--- src/rtl/vec_mem_unit_pkg.sv ---
// Shared definitions for the CVP14 vector load/store stage: ISA opcodes,
// transfer state encoding and default geometry.
package vec_mem_unit_pkg;

  localparam int ELEMS_DEF = 16;
  localparam int DW_DEF    = 16;
  localparam int AW_DEF    = 16;

  typedef enum logic [3:0] {
    OP_VADD = 4'b0000,
    OP_VDOT = 4'b0001,
    OP_SMUL = 4'b0010,
    OP_SST4 = 4'b0011,
    OP_VLD  = 4'b0100,
    OP_VST  = 4'b0101,
    OP_SLL  = 4'b1000,
    OP_SLH  = 4'b1001,
    OP_BR   = 4'b1100,
    OP_NOP  = 4'b1111
  } opcode_e;

  typedef enum logic [1:0] {
    ST_IDLE,
    ST_XFER,
    ST_DONE
  } state_e;

  // Only the two memory opcodes start a transfer; everything else is ignored.
  function automatic logic is_mem_op(input logic [3:0] op);
    return (op == OP_VLD) || (op == OP_VST);
  endfunction

endpackage

--- src/rtl/vec_lane_sel.sv ---
// Combinational lane extract: picks element idx_i out of a packed vector,
// lane i occupying bits [DW*i +: DW].
module vec_lane_sel
  import vec_mem_unit_pkg::*;
#(
  parameter int ELEMS = ELEMS_DEF,
  parameter int DW    = DW_DEF,
  parameter int IW    = $clog2(ELEMS)
) (
  input  logic [ELEMS*DW-1:0] vec_i,
  input  logic [IW-1:0]       idx_i,
  output logic [DW-1:0]       lane_o
);

  // NOTE: assign a default before the loop so every path drives lane_o and no latch is inferred.
  always_comb begin
    lane_o = '0;
    for (int i = 0; i < ELEMS; i++) begin
      if (idx_i == IW'(i)) begin
        lane_o = vec_i[i*DW +: DW];
      end
    end
  end

endmodule

--- src/rtl/vec_mem_unit.sv ---
// Vector load/store stage: moves a ELEMS x DW vector to or from a DW-wide
// memory one element per accepted transaction, then pulses done.
module vec_mem_unit
  import vec_mem_unit_pkg::*;
#(
  parameter int ELEMS = ELEMS_DEF,
  parameter int DW    = DW_DEF,
  parameter int AW    = AW_DEF
) (
  input  logic                clk,
  input  logic                rst,
  input  logic                start,
  input  logic [3:0]          opcode,
  input  logic [AW-1:0]       addr,
  input  logic [ELEMS*DW-1:0] wdata,
  output logic [AW-1:0]       mem_addr,
  output logic [DW-1:0]       mem_wdata,
  output logic                mem_rd,
  output logic                mem_wr,
  input  logic                mem_ready,
  input  logic [DW-1:0]       mem_rdata,
  output logic [ELEMS*DW-1:0] rdata,
  output logic                busy,
  output logic                done
);

  localparam int IW = $clog2(ELEMS);

  state_e              state_q,   state_d;
  logic [IW-1:0]       idx_q,     idx_d;
  logic                is_load_q, is_load_d;
  logic [AW-1:0]       base_q,    base_d;
  logic [ELEMS*DW-1:0] wvec_q,    wvec_d;
  logic [ELEMS*DW-1:0] rdata_q,   rdata_d;
  logic [DW-1:0]       store_lane;

  vec_lane_sel #(
    .ELEMS (ELEMS),
    .DW    (DW),
    .IW    (IW)
  ) u_lane_sel (
    .vec_i  (wvec_q),
    .idx_i  (idx_q),
    .lane_o (store_lane)
  );

  always_comb begin
    state_d   = state_q;
    idx_d     = idx_q;
    is_load_d = is_load_q;
    base_d    = base_q;
    wvec_d    = wvec_q;
    rdata_d   = rdata_q;

    unique case (state_q)
      ST_IDLE: begin
        if (start && is_mem_op(opcode)) begin
          is_load_d = (opcode == OP_VLD);
          base_d    = addr;
          wvec_d    = wdata;
          idx_d     = '0;
          state_d   = ST_XFER;
        end
      end

      ST_XFER: begin
        if (mem_ready) begin
          if (is_load_q) begin
            for (int i = 0; i < ELEMS; i++) begin
              if (idx_q == IW'(i)) begin
                rdata_d[i*DW +: DW] = mem_rdata;
              end
            end
          end
          idx_d = idx_q + IW'(1);
          if (idx_q == IW'(ELEMS - 1)) begin
            state_d = ST_DONE;
          end
        end
      end

      ST_DONE: state_d = ST_IDLE;

      default: state_d = ST_IDLE;
    endcase
  end

  // rdata is architecturally visible and must read zero after reset, so the
  // vector registers are reset along with the control state.
  // NOTE: sequential state uses non-blocking assignments so every register samples pre-edge values.
  always_ff @(posedge clk or posedge rst) begin
    if (rst) begin
      state_q   <= ST_IDLE;
      idx_q     <= '0;
      is_load_q <= 1'b0;
      base_q    <= '0;
      wvec_q    <= '0;
      rdata_q   <= '0;
    end else begin
      state_q   <= state_d;
      idx_q     <= idx_d;
      is_load_q <= is_load_d;
      base_q    <= base_d;
      wvec_q    <= wvec_d;
      rdata_q   <= rdata_d;
    end
  end

  // Memory strobes decode registered state only; mem_ready never feeds them.
  always_comb begin
    mem_addr  = '0;
    mem_wdata = '0;
    mem_rd    = 1'b0;
    mem_wr    = 1'b0;
    if (state_q == ST_XFER) begin
      mem_addr  = base_q + AW'(idx_q);
      mem_rd    = is_load_q;
      mem_wr    = !is_load_q;
      mem_wdata = is_load_q ? '0 : store_lane;
    end
  end

  assign rdata = rdata_q;
  assign busy  = (state_q != ST_IDLE);
  assign done  = (state_q == ST_DONE);

endmodule

--- config.mk ---
export PLATFORM = sky130hd
export DESIGN_NAME = vec_mem_unit
export DESIGN_NICKNAME = d
export VERILOG_FILES = /design/src/rtl/vec_mem_unit_pkg.sv /design/src/rtl/vec_lane_sel.sv /design/src/rtl/vec_mem_unit.sv
export SDC_FILE = /design/constraint.sdc
export NUM_CORES = 1
export LEC_CHECK = 0
export CAP_MARGIN = 20
export CORE_AREA = 2 2 228 230
export DETAILED_ROUTE_END_ITERATION = 16
export DIE_AREA = 0 0 230 232
export DONT_BUFFER_PORTS = 1
export GPL_ROUTABILITY_DRIVEN = 0
export PLACE_DENSITY_LB_ADDON = 0.05
export SETUP_SLACK_MARGIN = 0.15
export SLEW_MARGIN = 20
export SYNTH_ARGS = -nofsm -noshare
export SYNTH_HDL_FRONTEND = slang
export SYNTH_SLANG_ARGS = --single-unit
--- constraint.sdc ---
create_clock -name clk -period 32.9 [get_ports clk]
set_input_delay 1.645 -clock clk [delete_from_list [all_inputs] [get_ports clk]]
set_output_delay 1.645 -clock clk [all_outputs]
set_load 0.05 [all_outputs]
== Yosys cells after proc, flatten, opt, wreduce, memory -nomap -nowiden ==
Cells that the tools add are included.
Storage, ports and cells
  register bits after elaboration: 535
  input port bits: 296
  output and inout bits: 292
  logic and storage cells: 99
Operators by class
  add/sub/neg operators: 2
  eq/ne operators: 22
  multiplexer cells: 28
  reductions and logical operators: 26
Operators with widths (count)
  16-bit two-way mux: 19
  4-bit AND reduction: 16
  4-bit equality test (second input constant): 8
  4-bit by 3-bit equality test with 1-bit output (second input constant): 6
  16-bit by 4-bit adder with 16-bit output: 1
  4-bit by 2-bit equality test with 1-bit output (second input constant): 2
  4-bit two-way mux: 2
  4-bit case mux with 2 select lines: 1
  2-bit two-way mux: 3
  2-bit inequality test (second input constant): 3
  3-bit AND reduction: 2
  4-bit by 1-bit adder with 4-bit output (second input constant): 1
  4-bit by 1-bit equality test with 1-bit output (second input constant): 1
  4-bit logical NOT: 1
  2-bit case mux with 2 select lines: 1
  2-bit nonzero test: 2
  2-bit by 1-bit equality test with 1-bit output (second input constant): 1
  2-bit equality test (second input constant): 1
  2-bit logical NOT: 1
  1-bit two-way mux: 2
  2-bit AND reduction: 1
  1-bit logical AND: 1
  1-bit logical NOT: 1
  1-bit logical OR: 1

== Longest topological paths before layout ==
  word-level depth: 19
  depth in mapped cells: 10
  mapped depth without buffers: 7

== Cells and area by module ==
A second synthesis with hierarchy kept.
Second synthesis, totals
  cell total of the unflattened synthesis: 2263
  area total of the unflattened synthesis: 23613.9 sq um
Modules (own cells, without submodules)
  vec_mem_unit: instances 1, cells an instance 1862, area each 20826.2 sq um, seq. area each 13387.8 sq um
  vec_lane_sel: instances 1, cells an instance 401, area each 2787.7 sq um, seq. area each 0.0 sq um

== Least setup slack after synthesis ==
Ideal clock, no wire load.
  path type: register to output
  from: register idx_q[1]
  to: output port mem_wdata[2]
  data arrival time: 2.782 ns
  data required time: 31.255 ns
  setup slack: 28.473 ns
  cell stages (with the launch flop): 11
  path buffers: 3
  cell sequence: dfrtp_1 > inv_1 > ha_1 > clkbuf_1 > buf_2 > buf_1 > a21oi_1 > o21ai_0 > a32o_1 > a21oi_1 > nor3_1
On the way
  longest elaborated chain between the ends: 19
RTL lines
  from (decl): line vec_mem_unit.sv:30  | logic [IW-1:0] idx_q, idx_d;
  from (signal assigned): line vec_mem_unit.sv:101  | idx_q <= idx_d;
  4-bit logical NOT: line vec_lane_sel.sv:19  | if (idx_i == IW'(i)) begin
  16-bit two-way mux (15 in a row): line vec_lane_sel.sv:19
  16-bit two-way mux *: line vec_lane_sel.sv:19
  16-bit two-way mux *: line vec_mem_unit.sv:119  | mem_wdata = is_load_q ? '0 : store_lane;
  16-bit two-way mux *: line vec_mem_unit.sv:115  | if (state_q == ST_XFER) begin
  to (decl): line vec_mem_unit.sv:17  | output logic [DW-1:0] mem_wdata,
Every way passes the cells marked *; elsewhere a longest branch is shown, timed or not.

== Worst setup path in the final report ==
  from: register idx_q[0]
  to: output port mem_wdata[7]
The elaborated chain is that of the path after synthesis.

==> results.txt <==
----------------------------------------------------
[Floorplan]
  Die W ... 230 um
  Row Count ... 83
  Vert. Die Dim ... 232 um
  Initial cell density of the core ... 0.471
  Die Footprint ... 53400 sq um
  Boundary Pins ... 588
  Core Region ... 50900 sq um

[Final layout]
  Growth of design area from synthesis to finish ... 10.2%
  Layout fillers ... 4417
  Post-route cell area ... 26400 sq um
  Area of the multi-input gates ... 9790 sq um
  Proportion of layout cells with a drive suffix above 1 ... 0.383
  Number of nets at the end of the flow ... 2057
  FF/Latch Area ... 13400 sq um

[Critical path]
  Slowest cell on the critical path ... nor3_2
  Launch point of the worst reg-to-reg path ... idx_q[0]
  Type of the setup path with the least slack ... flip-flop to output port
  Worst Reg-to-Reg Cells ... 7
  Data arrival time of the worst path ... 4390 ps
  Setup crit end kind ... output port
  Nature of the critical path startpoint ... flip-flop
  Biggest fanout along the worst timing path ... 53
  Crit-path cells ... inv_1 -> ha_2 -> buf_4 -> nor2b_2 -> a221oi_1 -> o21ai_0 -> a21oi_1 -> nor3_2
  Number of stages on the worst setup path ... 8
  Internal reg-to-reg setup slack ... 29030 ps
  Largest stage delay on the critical path ... 760 ps
  CP bufs+invs ... 2
  Worst EP required ... 31250 ps
  Capturing instance or port of the critical path ... mem_wdata[7]
  Crit Reg-Reg Endpoint ... rdata[228]
  Critical path origin ... idx_q[0]
  Family with the most delay on the worst path ... simple AND/OR/NAND/NOR gates

[Logic synthesis]
  Main synth FF type ... dfrtp_1
  Net count after synthesis ... 2108
  Post-synthesis sequential element count ... 535
  Mapped cell area ... 24000 sq um
  Number of enable-type register cells in the synthesized netlist ... 0
  Most common library cells after synthesis ... 535 x dfrtp_1, 485 x mux2_2, 104 x a21oi_1
  Portion of the post-synthesis area used by sequential elements ... 0.558
  Synth top area cells ... dfrtp_1 56%, mux2_2 23%, mux2_4 2.5%
  FFs w/ async S/R, synth ... 1.00
  Share of the synthesized area in the top cell type ... 0.558
  Post-Syn Area per Cell ... 13.3 sq um
  Distinct cell type count after synthesis ... 73
  Most frequently used cell type in the post-synthesis netlist ... dfrtp_1
  Instance count of the mapped netlist ... 1803
  Yosys warns ... 0
  Synth area leader ... dfrtp_1

[Run status]
  Result of the run ... finished, final reports clean

[Detailed routing]
  ANT nets after route ... 0
  Drt first-iter violations ... 1156
  Via density per instance ... 6.06
  Pre-antenna DRT Iters ... 5
  Post-route DRC violation count ... 0
  Final WL ... 78700 um
  Per-cell routed wire length ... 31.5 um
  Via count ... 15200

[Timing]
  Number of setup violations in the final report ... 0
  Rel. slew slack ... 0.286
  Post-layout min period ... 6040 ps
  Final hold viol count ... 0
  Unrepaired setup endpoints after global routing ... no
  Number of max-slew violations in the final report ... 0
  Max Fclk ... 0.166 GHz
  Setup TNS after final layout ... 0 ps
  Setup clock skew after layout ... 23.9 ps
  Final worst hold slack ... 505 ps
  Slew at the pin with the worst max-slew slack ... 1070 ps
  Fraction of the cycle the final worst path needs ... 0.184

[CTS]
  CTS sink cnt ... 535
  TritonCTS buffer count ... 57
  Clock tree buffer depth ... 3
  CTS Root Cell ... clkbuf_16
  Deepest level of the CTS H-tree ... 2
  Worst-path clk slew ... 60 ps
  Hold bufs inserted after CTS ... 0
  Number of setup buffers added after CTS ... 0
  CTS tree ... yes
  Skew-Pair Late Insertion Delay ... 620 ps
  Count of cells resized by post-cts repair ... 0

[Place]
  Post-DP HPWL ... 56700 um
  Buffers added on ports ... 0
  Post-place instance area ... 24400 sq um

[Power and ir drop]
  Leakage power figure ... 0.0125 uW
  Power Internal ... 1630 uW
  Power density normalized to cell area ... 111 nW/um^2
  Power after layout ... 2920 uW
  Sequential fraction of design power ... 0.483
  Net Switching ... 1290 uW
  Largest vdd supply drop ... 46.9 uV
  Part of the power in combinational logic ... 0.295
  Net switching share of the total power ... 0.443
  Clock network fraction of total power ... 0.222

[Global routing]
  Maximum number of pins on one net before global-route repair ... 155
  First-pass GRT wire length ... 112000 um
  GRT Util Overall ... 0.289
  Number of antenna violations at the first check in global routing ... 59
  Overflow left after global routing ... 0
  Vias in the first global route ... 15300

[Worst hold path]
  Class of the tightest hold or removal check ... flip-flop to flip-flop

[Flow run]
  Number of max-cap violations ... 0

----------------------------------------------------
-- worst min-delay path by stage --
| stage | from | endpoint | cells after the start |
|---|---|---|---|
| floorplan | wvec_q[144] | wvec_q[144] | 1 |
| global placement | wvec_q[86] | wvec_q[86] | 1 |
| detailed placement | wvec_q[80] | wvec_q[80] | 1 |
| CTS | wvec_q[85] | wvec_q[85] | 1 |
| global route | wvec_q[32] | wvec_q[32] | 1 |
| finish | wvec_q[99] | wvec_q[99] | 1 |
-- final cells by class --
cell class | instances | share of cell area
Antenna cell | 26 | 0.00246
Inverter | 42 | 0.00625
Clock buffer | 81 | 0.0624
Multi-Input combinational cell | 1088 | 0.371
Tap cell | 680 | 0.0322
Timing Repair Buffer | 28 | 0.00995
Sequential cell | 535 | 0.507
Clock inverter | 21 | 0.00910
-- cells in the final DEF, fill, tap and decap left out, types with 32 or more instances in the layout --
master	instances
inv_1	41
mux2_2	485
o21ai_0	55
nand2_1	43
nor2_1	32
a21oi_1	104
nand3_1	37
clkbuf_16	58
mux2_4	40
dfrtp_1	534
-- layer usage --
metal  wire, um  track usage  vias up
met4       2100       0.0871       46
met2      38200        0.478      594
met1      30400        0.348     7904
met5        297            0        -
li1           -            -     6445
met3       7720        0.116      167
-- cells by family (layout without fill, tap and decap cells) --
group,count (synthesis),after routing,synth area share
flops,535,535,0.558
xor+xnor,14,14,0.00511
mux,528,528,0.254
simple gates,244,244,0.0606
buf+inv,180,172,0.0364
fa+ha+maj,9,9,0.00501
compound gates,293,293,0.0803
other cells,0,26,0
-- state kept, by name, indices dropped and copies added, names as in the netlist --
| signal | flops |
|---|---|
| rdata | 256 |
| base_q | 16 |
| idx_q | 4 |
| state_q | 2 |
| wvec_q | 256 |
| is_load_q | 1 |
-- power by group through the flow --
stage	registers [uW]	clock network (uW)	logic [uW]
2_1_floorplan	1320	0	685
3_3_place_gp	1420	0	844
3_5_place_dp	1420	0	856
4_1_cts	1410	662	861
5_1_grt	1430	689	926
6_report	1410	648	862
-- per-stage QoR --
| step | utilization | std cells | setup WS, ps |
|---|---|---|---|
| after detailed placement | 0.480 | 2372 | 27220 |
| after global placement | 0.480 | 2371 | 27320 |
| after floorplan | - | 1803 | 16300 |
| after CTS | 0.517 | 2474 | 26560 |
| after global routing | 0.518 | 2488 | 26680 |
| final | 0.519 | 2501 | 26860 |
Note: power is estimated with default switching activity, not from simulation.
